`config.mk`:
```
export PLATFORM = sky130hd
export DESIGN_NAME = csi_rx_link_ctrl
export DESIGN_NICKNAME = d
export VERILOG_FILES = /design/src/rtl/csi_rx_ctrl_pkg.sv /design/src/rtl/csi_rx_link_stats.sv /design/src/rtl/csi_rx_link_ctrl.sv
export SDC_FILE = /design/constraint.sdc
export NUM_CORES = 1
export LEC_CHECK = 0
export CAP_MARGIN = 10
export CORE_MARGIN = 2
export CORE_UTILIZATION = 40
export CTS_CLUSTER_DIAMETER = 200
export CTS_CLUSTER_SIZE = 40
export DETAILED_ROUTE_END_ITERATION = 16
export GPL_ROUTABILITY_DRIVEN = 1
export SLEW_MARGIN = 5
export SYNTH_ARGS = -nofsm -noshare
export SYNTH_HDL_FRONTEND = slang
export SYNTH_SLANG_ARGS = --single-unit
export TNS_END_PERCENT = 1
```
`constraint.sdc`:
```
create_clock -name i_clock -period 6.75 [get_ports i_clock]
set_input_delay 0.675 -clock i_clock [delete_from_list [all_inputs] [get_ports i_clock]]
set_output_delay 0.675 -clock i_clock [all_outputs]
set_load 0.005 [all_outputs]
```
`src/rtl/csi_rx_ctrl_pkg.sv`:
```
// rtl/csi_rx_ctrl_pkg.sv - shared state type, default constants and helpers for the CSI RX link controller
package csi_rx_ctrl_pkg;

   typedef enum logic [1:0] {
      S_IDLE    = 2'd0,
      S_ARM     = 2'd1,
      S_RUN     = 2'd2,
      S_RECOVER = 2'd3
   } ctrl_state_t;

   localparam int TIMEOUT_CYCLES_DEF = 16384;
   localparam int ERR_LIMIT_DEF      = 4;
   localparam int RST_CYCLES_DEF     = 8;

   function automatic logic [15:0] sat_inc16(input logic [15:0] v);
      return (v == 16'hFFFF) ? v : v + 16'd1;
   endfunction

endpackage

```
`src/rtl/csi_rx_link_stats.sv`:
```
// rtl/csi_rx_link_stats.sv - frame/line edge detection and frame, line and ECC error counters
module csi_rx_link_stats
   import csi_rx_ctrl_pkg::*;
(
   input  logic        i_clock,
   input  logic        i_reset,
   input  logic        i_run,
   input  logic        i_recover,
   input  logic        i_in_frame,
   input  logic        i_in_line,
   input  logic        i_ecc_err,
   output logic [15:0] o_frame_count,
   output logic [15:0] o_lines_last_frame,
   output logic [15:0] o_ecc_err_count
);

   logic        r_frame_q;
   logic        r_line_q;
   logic [15:0] r_frame_count;
   logic [15:0] r_line_cnt;
   logic [15:0] r_lines_last;
   logic [15:0] r_ecc_cnt;
   logic        w_frame_rise;
   logic        w_frame_fall;
   logic        w_line_rise;

   assign w_frame_rise = i_run && i_in_frame && !r_frame_q;
   assign w_frame_fall = i_run && !i_in_frame && r_frame_q;
   assign w_line_rise  = i_run && i_in_line && !r_line_q;

   always_ff @(posedge i_clock) begin
      if (i_reset) begin
         r_frame_q     <= 1'b0;
         r_line_q      <= 1'b0;
         r_frame_count <= '0;
         r_line_cnt    <= '0;
         r_lines_last  <= '0;
         r_ecc_cnt     <= '0;
      end else begin
         // Flags are tracked outside RUN too, so re-entering RUN with a flag already high is not an edge
         r_frame_q <= i_recover ? 1'b0 : i_in_frame;
         r_line_q  <= i_recover ? 1'b0 : i_in_line;
         if (w_frame_rise) begin
            r_frame_count <= r_frame_count + 16'd1;
            r_line_cnt    <= '0;
         end else if (w_line_rise) begin
            r_line_cnt <= sat_inc16(r_line_cnt);
         end
         if (w_frame_fall) r_lines_last <= r_line_cnt;
         if (i_ecc_err)    r_ecc_cnt    <= sat_inc16(r_ecc_cnt);
      end
   end

   assign o_frame_count      = r_frame_count;
   assign o_lines_last_frame = r_lines_last;
   assign o_ecc_err_count    = r_ecc_cnt;

endmodule

```
`src/rtl/csi_rx_link_ctrl.sv`:
```
// rtl/csi_rx_link_ctrl.sv - CSI-2 RX handler sequencing FSM with stuck-packet watchdog and ECC supervisor
module csi_rx_link_ctrl
   import csi_rx_ctrl_pkg::*;
#(
   parameter int TIMEOUT_CYCLES = TIMEOUT_CYCLES_DEF,
   parameter int ERR_LIMIT      = ERR_LIMIT_DEF,
   parameter int RST_CYCLES     = RST_CYCLES_DEF
)(
   input  logic        i_clock,
   input  logic        i_reset,
   input  logic        i_cfg_enable,
   input  logic        i_link_ready,
   input  logic        i_hdl_sync_wait,
   input  logic        i_hdl_sync_seq,
   input  logic        i_hdl_ecc_ok,
   input  logic        i_hdl_in_frame,
   input  logic        i_hdl_in_line,
   output logic        o_hdl_enable,
   output logic        o_hdl_reset,
   output logic [1:0]  o_state_out,
   output logic [15:0] o_frame_count,
   output logic [15:0] o_lines_last_frame,
   output logic [15:0] o_ecc_err_count,
   output logic [7:0]  o_recover_count,
   output logic        o_sticky_timeout,
   output logic        o_sticky_ecc
);

   localparam int WD_W = $clog2(TIMEOUT_CYCLES + 1);
   localparam int EC_W = $clog2(ERR_LIMIT + 1);
   localparam int RC_W = $clog2(RST_CYCLES + 1);

   ctrl_state_t     r_state;
   logic [WD_W-1:0] r_wd_cnt;
   logic [EC_W-1:0] r_consec;
   logic [RC_W-1:0] r_rst_cnt;
   logic            r_hdl_enable;
   logic            r_hdl_reset;
   logic [7:0]      r_recover_count;
   logic            r_sticky_timeout;
   logic            r_sticky_ecc;
   logic            w_run;
   logic            w_wd_inc;
   logic            w_wd_fault;
   logic            w_ecc_bad;
   logic            w_ecc_fault;

   assign w_run       = (r_state == S_RUN);
   assign w_wd_inc    = w_run && !i_hdl_sync_wait;
   assign w_wd_fault  = w_wd_inc && (r_wd_cnt == WD_W'(TIMEOUT_CYCLES - 1));
   assign w_ecc_bad   = w_run && i_hdl_sync_seq && !i_hdl_ecc_ok;
   assign w_ecc_fault = w_ecc_bad && (r_consec >= EC_W'(ERR_LIMIT - 1));

   always_ff @(posedge i_clock) begin
      if (i_reset) begin
         r_state          <= S_IDLE;
         r_hdl_enable     <= 1'b0;
         r_hdl_reset      <= 1'b1;
         r_wd_cnt         <= '0;
         r_consec         <= '0;
         r_rst_cnt        <= '0;
         r_recover_count  <= '0;
         r_sticky_timeout <= 1'b0;
         r_sticky_ecc     <= 1'b0;
      end else begin
         r_hdl_enable <= w_run;
         r_hdl_reset  <= (r_state == S_IDLE) || (r_state == S_RECOVER);
         r_wd_cnt     <= w_wd_inc ? r_wd_cnt + WD_W'(1) : '0;
         if (w_ecc_bad) begin
            if (r_consec != EC_W'(ERR_LIMIT)) r_consec <= r_consec + EC_W'(1);
         end else if (w_run && i_hdl_sync_seq) begin
            r_consec <= '0;
         end
         case (r_state)
            S_IDLE: if (i_cfg_enable) r_state <= S_ARM;
            S_ARM: begin
               if (!i_cfg_enable)     r_state <= S_IDLE;
               else if (i_link_ready) r_state <= S_RUN;
            end
            S_RUN: begin
               if (!i_cfg_enable) begin
                  r_state <= S_IDLE;
               end else if (!i_link_ready || w_wd_fault || w_ecc_fault) begin
                  r_state   <= S_RECOVER;
                  r_rst_cnt <= '0;
                  r_consec  <= '0;
                  if (r_recover_count != 8'hFF) r_recover_count <= r_recover_count + 8'd1;
                  // A lost link takes precedence, so faults are only recorded while the link is up
                  if (i_link_ready && w_wd_fault)  r_sticky_timeout <= 1'b1;
                  if (i_link_ready && w_ecc_fault) r_sticky_ecc     <= 1'b1;
               end
            end
            S_RECOVER: begin
               if (r_rst_cnt == RC_W'(RST_CYCLES - 1)) r_state <= i_cfg_enable ? S_ARM : S_IDLE;
               else r_rst_cnt <= r_rst_cnt + RC_W'(1);
            end
            default: r_state <= S_IDLE;
         endcase
      end
   end

   csi_rx_link_stats u_stats (
      .i_clock            (i_clock),
      .i_reset            (i_reset),
      .i_run              (w_run),
      .i_recover          (r_state == S_RECOVER),
      .i_in_frame         (i_hdl_in_frame),
      .i_in_line          (i_hdl_in_line),
      .i_ecc_err          (w_ecc_bad),
      .o_frame_count      (o_frame_count),
      .o_lines_last_frame (o_lines_last_frame),
      .o_ecc_err_count    (o_ecc_err_count)
   );

   assign o_hdl_enable     = r_hdl_enable;
   assign o_hdl_reset      = r_hdl_reset;
   assign o_state_out      = r_state;
   assign o_recover_count  = r_recover_count;
   assign o_sticky_timeout = r_sticky_timeout;
   assign o_sticky_ecc     = r_sticky_ecc;

endmodule
```
==> results.toml <==
[cells_and_area]
register_area_sq_um = 2042
fin_util_pct = 50.22
diodes = 0
nFillCells = 1134
finalNonFillerCells = 748
syn_to_final_growth_pct = 22.16
multi_input_area_sq_um = 2521
fin_nets = 625
final_common_cell = "dfxtp_1"
drive_gt1_share_pct = 4.463
layout_common_cells = "dfxtp_1 (102), clkdlybuf4s50_1 (69), nor2_1 (66), nand2_1 (63), a21oi_1 (32)"

[clock_network]
postCtsHoldBufs = 0
cts.sinks = 102
cts_buffer_depth = 2
cts_resized = 0
cts_tree = "built"
cts_buffers = 9
postCtsSetupBuffers = 0
path_clk_slew_ns = 0.07
cts_root_buf = "clkbuf_16"
cts-htree-levels = 3
clk_latency_ns = 0.34

[power]
power.density_nw_per_um2 = 193.8
power_switching_mw = 0.2405
p_clk_share_pct = 42.3
p_comb_share_pct = 3.4
p_seq_share_pct = 54.3
leakage_nw = 1.946
internal_power_mw = 0.8759
sw_frac_of_total_pct = 21.54
vdd_drop_max_v = 0.0001533

[synth]
syn_nets = 568
synthCells = 545
yosysSeqAreaShare_pct = 43.31
ys.flop_type = "dfxtp_1"
synth-edff-count = 0
synth_warnings = 0
ys_ff_latch = 102
syn_area_sq_um = 4715
avgSynthCellArea_sq_um = 8.650
async_flop_share_pct = 0
synth.distinct_cells = 57

[sta]
holdWs_ns = 0.4538
drv_slew = 0
tightest_slew_ns = 0.7370
relSlewSlack_pct = 50.87
hold_viol = 0
post-route-period-util_pct = 38.31
layout_min_cycle_time_ns = 2.586
rsz0062_at_grt = "false"
setup-violations-final = 0
fin_setup_tns_ns = 0
finClkSkew_ns = 0.006504
fmax_mhz = 386.7

[placed_design]
dp_hpwl_um = 7092
dpl.cell_count = 734
gpl.final_weighted_congestion = 0.7750
port_buffers = 70

[die]
dieArea_sq_um = 12670
dieHeight_um = 112.6
io_pins = 71
row_count = 39
start_util_pct = 41.11
die_w_um = 112.6
coreArea_sq_um = 11470

[global_routing]
antenna_found_initial = 0
grt_max_degree = 70
overflow = 0
grt_pass1_wl_um = 17580
grt_usage_pct = 16.85
grt_pass1_vias = 3788

[min_path]
hold_path_class = "reg -> reg"

[setup_path]
critPathLaunch = "o_state_out[0]"
slowest_delay_ns = 0.47
path_delay_family = "simple AND/OR/NAND/NOR gates"
r2r_start = "o_state_out[0]"
crit_path_top_delay_cell = "ha_1"
crit_buf_inv = 1
critPathRequiredTime_ns = 6.99
worstReg2RegEnd = "u_stats.o_ecc_err_count[15]"
reg2reg_slack_ns = 4.16
critPathLaunchType = "flip-flop"
endpoint = "u_stats.o_ecc_err_count[15]"
criticalPathCategory = "reg -> reg"
worst_setup_path_end_kind = "flip-flop"
cp_data_arrival_time_ns = 2.82
crit_fanout = 15
cp_num_cells = 7
path_cells = "inv_1 > ha_1 > nand2_1 > nor2_2 > o2111ai_1 > nor3_1 > mux2_2"
r2r.worst_path.cells = 7

[flow_run]
max_cap_violations = 0

[routing]
wire_per_inst_um = 13.61
antenna_left = 0
routed-via-count = 3939
finalWirelength_um = 10180
via_per_inst = 5.266
drc = 0
firstDrtPassIters = 4
initialDrtViolationCount = 149

[run_status]
status = "completed"
## power by group through the flow
stage	combinational [mW]	sequential [mW]	clock, mW
floorplan	0.0239	0.620	0
global placement	0.0374	0.620	0
detailed placement	0.0385	0.620	0
CTS	0.0386	0.606	0.493
global route	0.0429	0.606	0.515
finish	0.0380	0.606	0.472
## final cells by class
class                   instances  area share, %
inverters                      13         0.8473
well taps                     143          3.107
clock inverters                 3         0.3910
clock buffers                  11          4.215
repair buffers                 71          12.21
multi-input cells             405          43.78
flip-flops and latches        102          35.46
## worst min-delay path by stage
| stage | start | endpoint | cells past startpoint |
|---|---|---|---|
| after floorplan | r_wd_cnt[0] | r_wd_cnt[0] | 1 |
| after global placement | r_wd_cnt[0] | r_wd_cnt[0] | 1 |
| after detailed placement | u_stats.o_lines_last_frame[6] | u_stats.o_lines_last_frame[6] | 2 |
| after CTS | u_stats.o_lines_last_frame[6] | u_stats.o_lines_last_frame[6] | 2 |
| after global routing | r_wd_cnt[0] | r_wd_cnt[0] | 1 |
| final | u_stats.o_lines_last_frame[6] | u_stats.o_lines_last_frame[6] | 2 |
## per-stage QoR
| stage | setup slack, ns | power [mW] | area, sq um |
|---|---|---|---|
| 6_report | 4.164 | 1.116 | 5759 |
| 5_1_grt | 3.824 | 1.164 | 5759 |
| 4_1_cts | 4.150 | 1.137 | 5759 |
| 3_5_place_dp | 3.951 | 0.6583 | 5494 |
| 3_3_place_gp | 4.034 | 0.6572 | 5494 |
| 2_1_floorplan | 4.560 | 0.6436 | 4715 |
## cell families (layout without fill, tap and decap cells)
family | count (synthesis) | in the layout | share of synthesized area, %
simple gates | 244 | 244 | 25.98
buf+inv | 38 | 98 | 3.211
fa+ha+maj | 14 | 14 | 3.716
flops | 102 | 102 | 43.31
xor+xnor | 44 | 44 | 8.174
mux | 11 | 11 | 2.442
compound gates | 92 | 92 | 13.16
## metal layers
metal	up-vias	GRT usage (%)	share of wire, %
li1	2024	-	-
met4	0	4.959	1.1
met1	1847	22.04	50
met2	62	26.51	45
met5	-	0	0
met3	6	5.670	4.3
## synth_stat cells (2+ instances only)
library cell / instances / area [sq um]
a211oi_1: 3 / 22.52
a21oi_1: 32 / 160.2
a31oi_1: 4 / 25.02
and2_1: 8 / 50.05
and3_1: 13 / 81.33
and3b_1: 3 / 26.28
and4_1: 7 / 61.31
buf_1: 2 / 7.510
clkbuf_1: 21 / 78.83
dfxtp_1: 102 / 2042
ha_1: 14 / 175.2
inv_1: 13 / 48.80
mux2_2: 3 / 33.78
mux2i_1: 7 / 70.07
nand2_1: 63 / 236.5
nand2b_1: 2 / 12.51
nand3_1: 23 / 115.1
nand3b_1: 4 / 30.03
nand4_1: 12 / 75.07
nor2_1: 66 / 247.7
nor2b_1: 10 / 62.56
nor3_1: 4 / 20.02
nor3b_1: 5 / 37.54
nor4_1: 4 / 25.02
o2111ai_1: 4 / 35.03
o211ai_1: 11 / 82.58
o21ai_0: 13 / 65.06
o21ai_1: 2 / 10.01
o311ai_1: 3 / 26.28
o31ai_1: 4 / 30.03
o41ai_2: 2 / 32.53
or2_2: 2 / 12.51
or3_1: 11 / 68.82
or4_1: 3 / 22.52
xnor2_1: 15 / 131.4
xor2_1: 29 / 254.0
## worst min-delay path, cell delays in order (launching register included)
cell and delay, ns:
dfxtp_1 0.31, nand2_1 0.05, a21oi_1 0.05
## sequential cells by signal, summed over array words and instances (netlist names)
name	cells
o_state_out	2
u_stats.r_line_q	1
u_stats.r_line_cnt	16
u_stats.o_frame_count	16
r_consec	3
r_wd_cnt	15
u_stats.o_lines_last_frame	16
o_hdl_reset	1
o_sticky_ecc	1
o_hdl_enable	1
o_recover_count	8
u_stats.r_frame_q	1
u_stats.o_ecc_err_count	16
r_rst_cnt	4
o_sticky_timeout	1
Power figures use the tool's default switching activity.
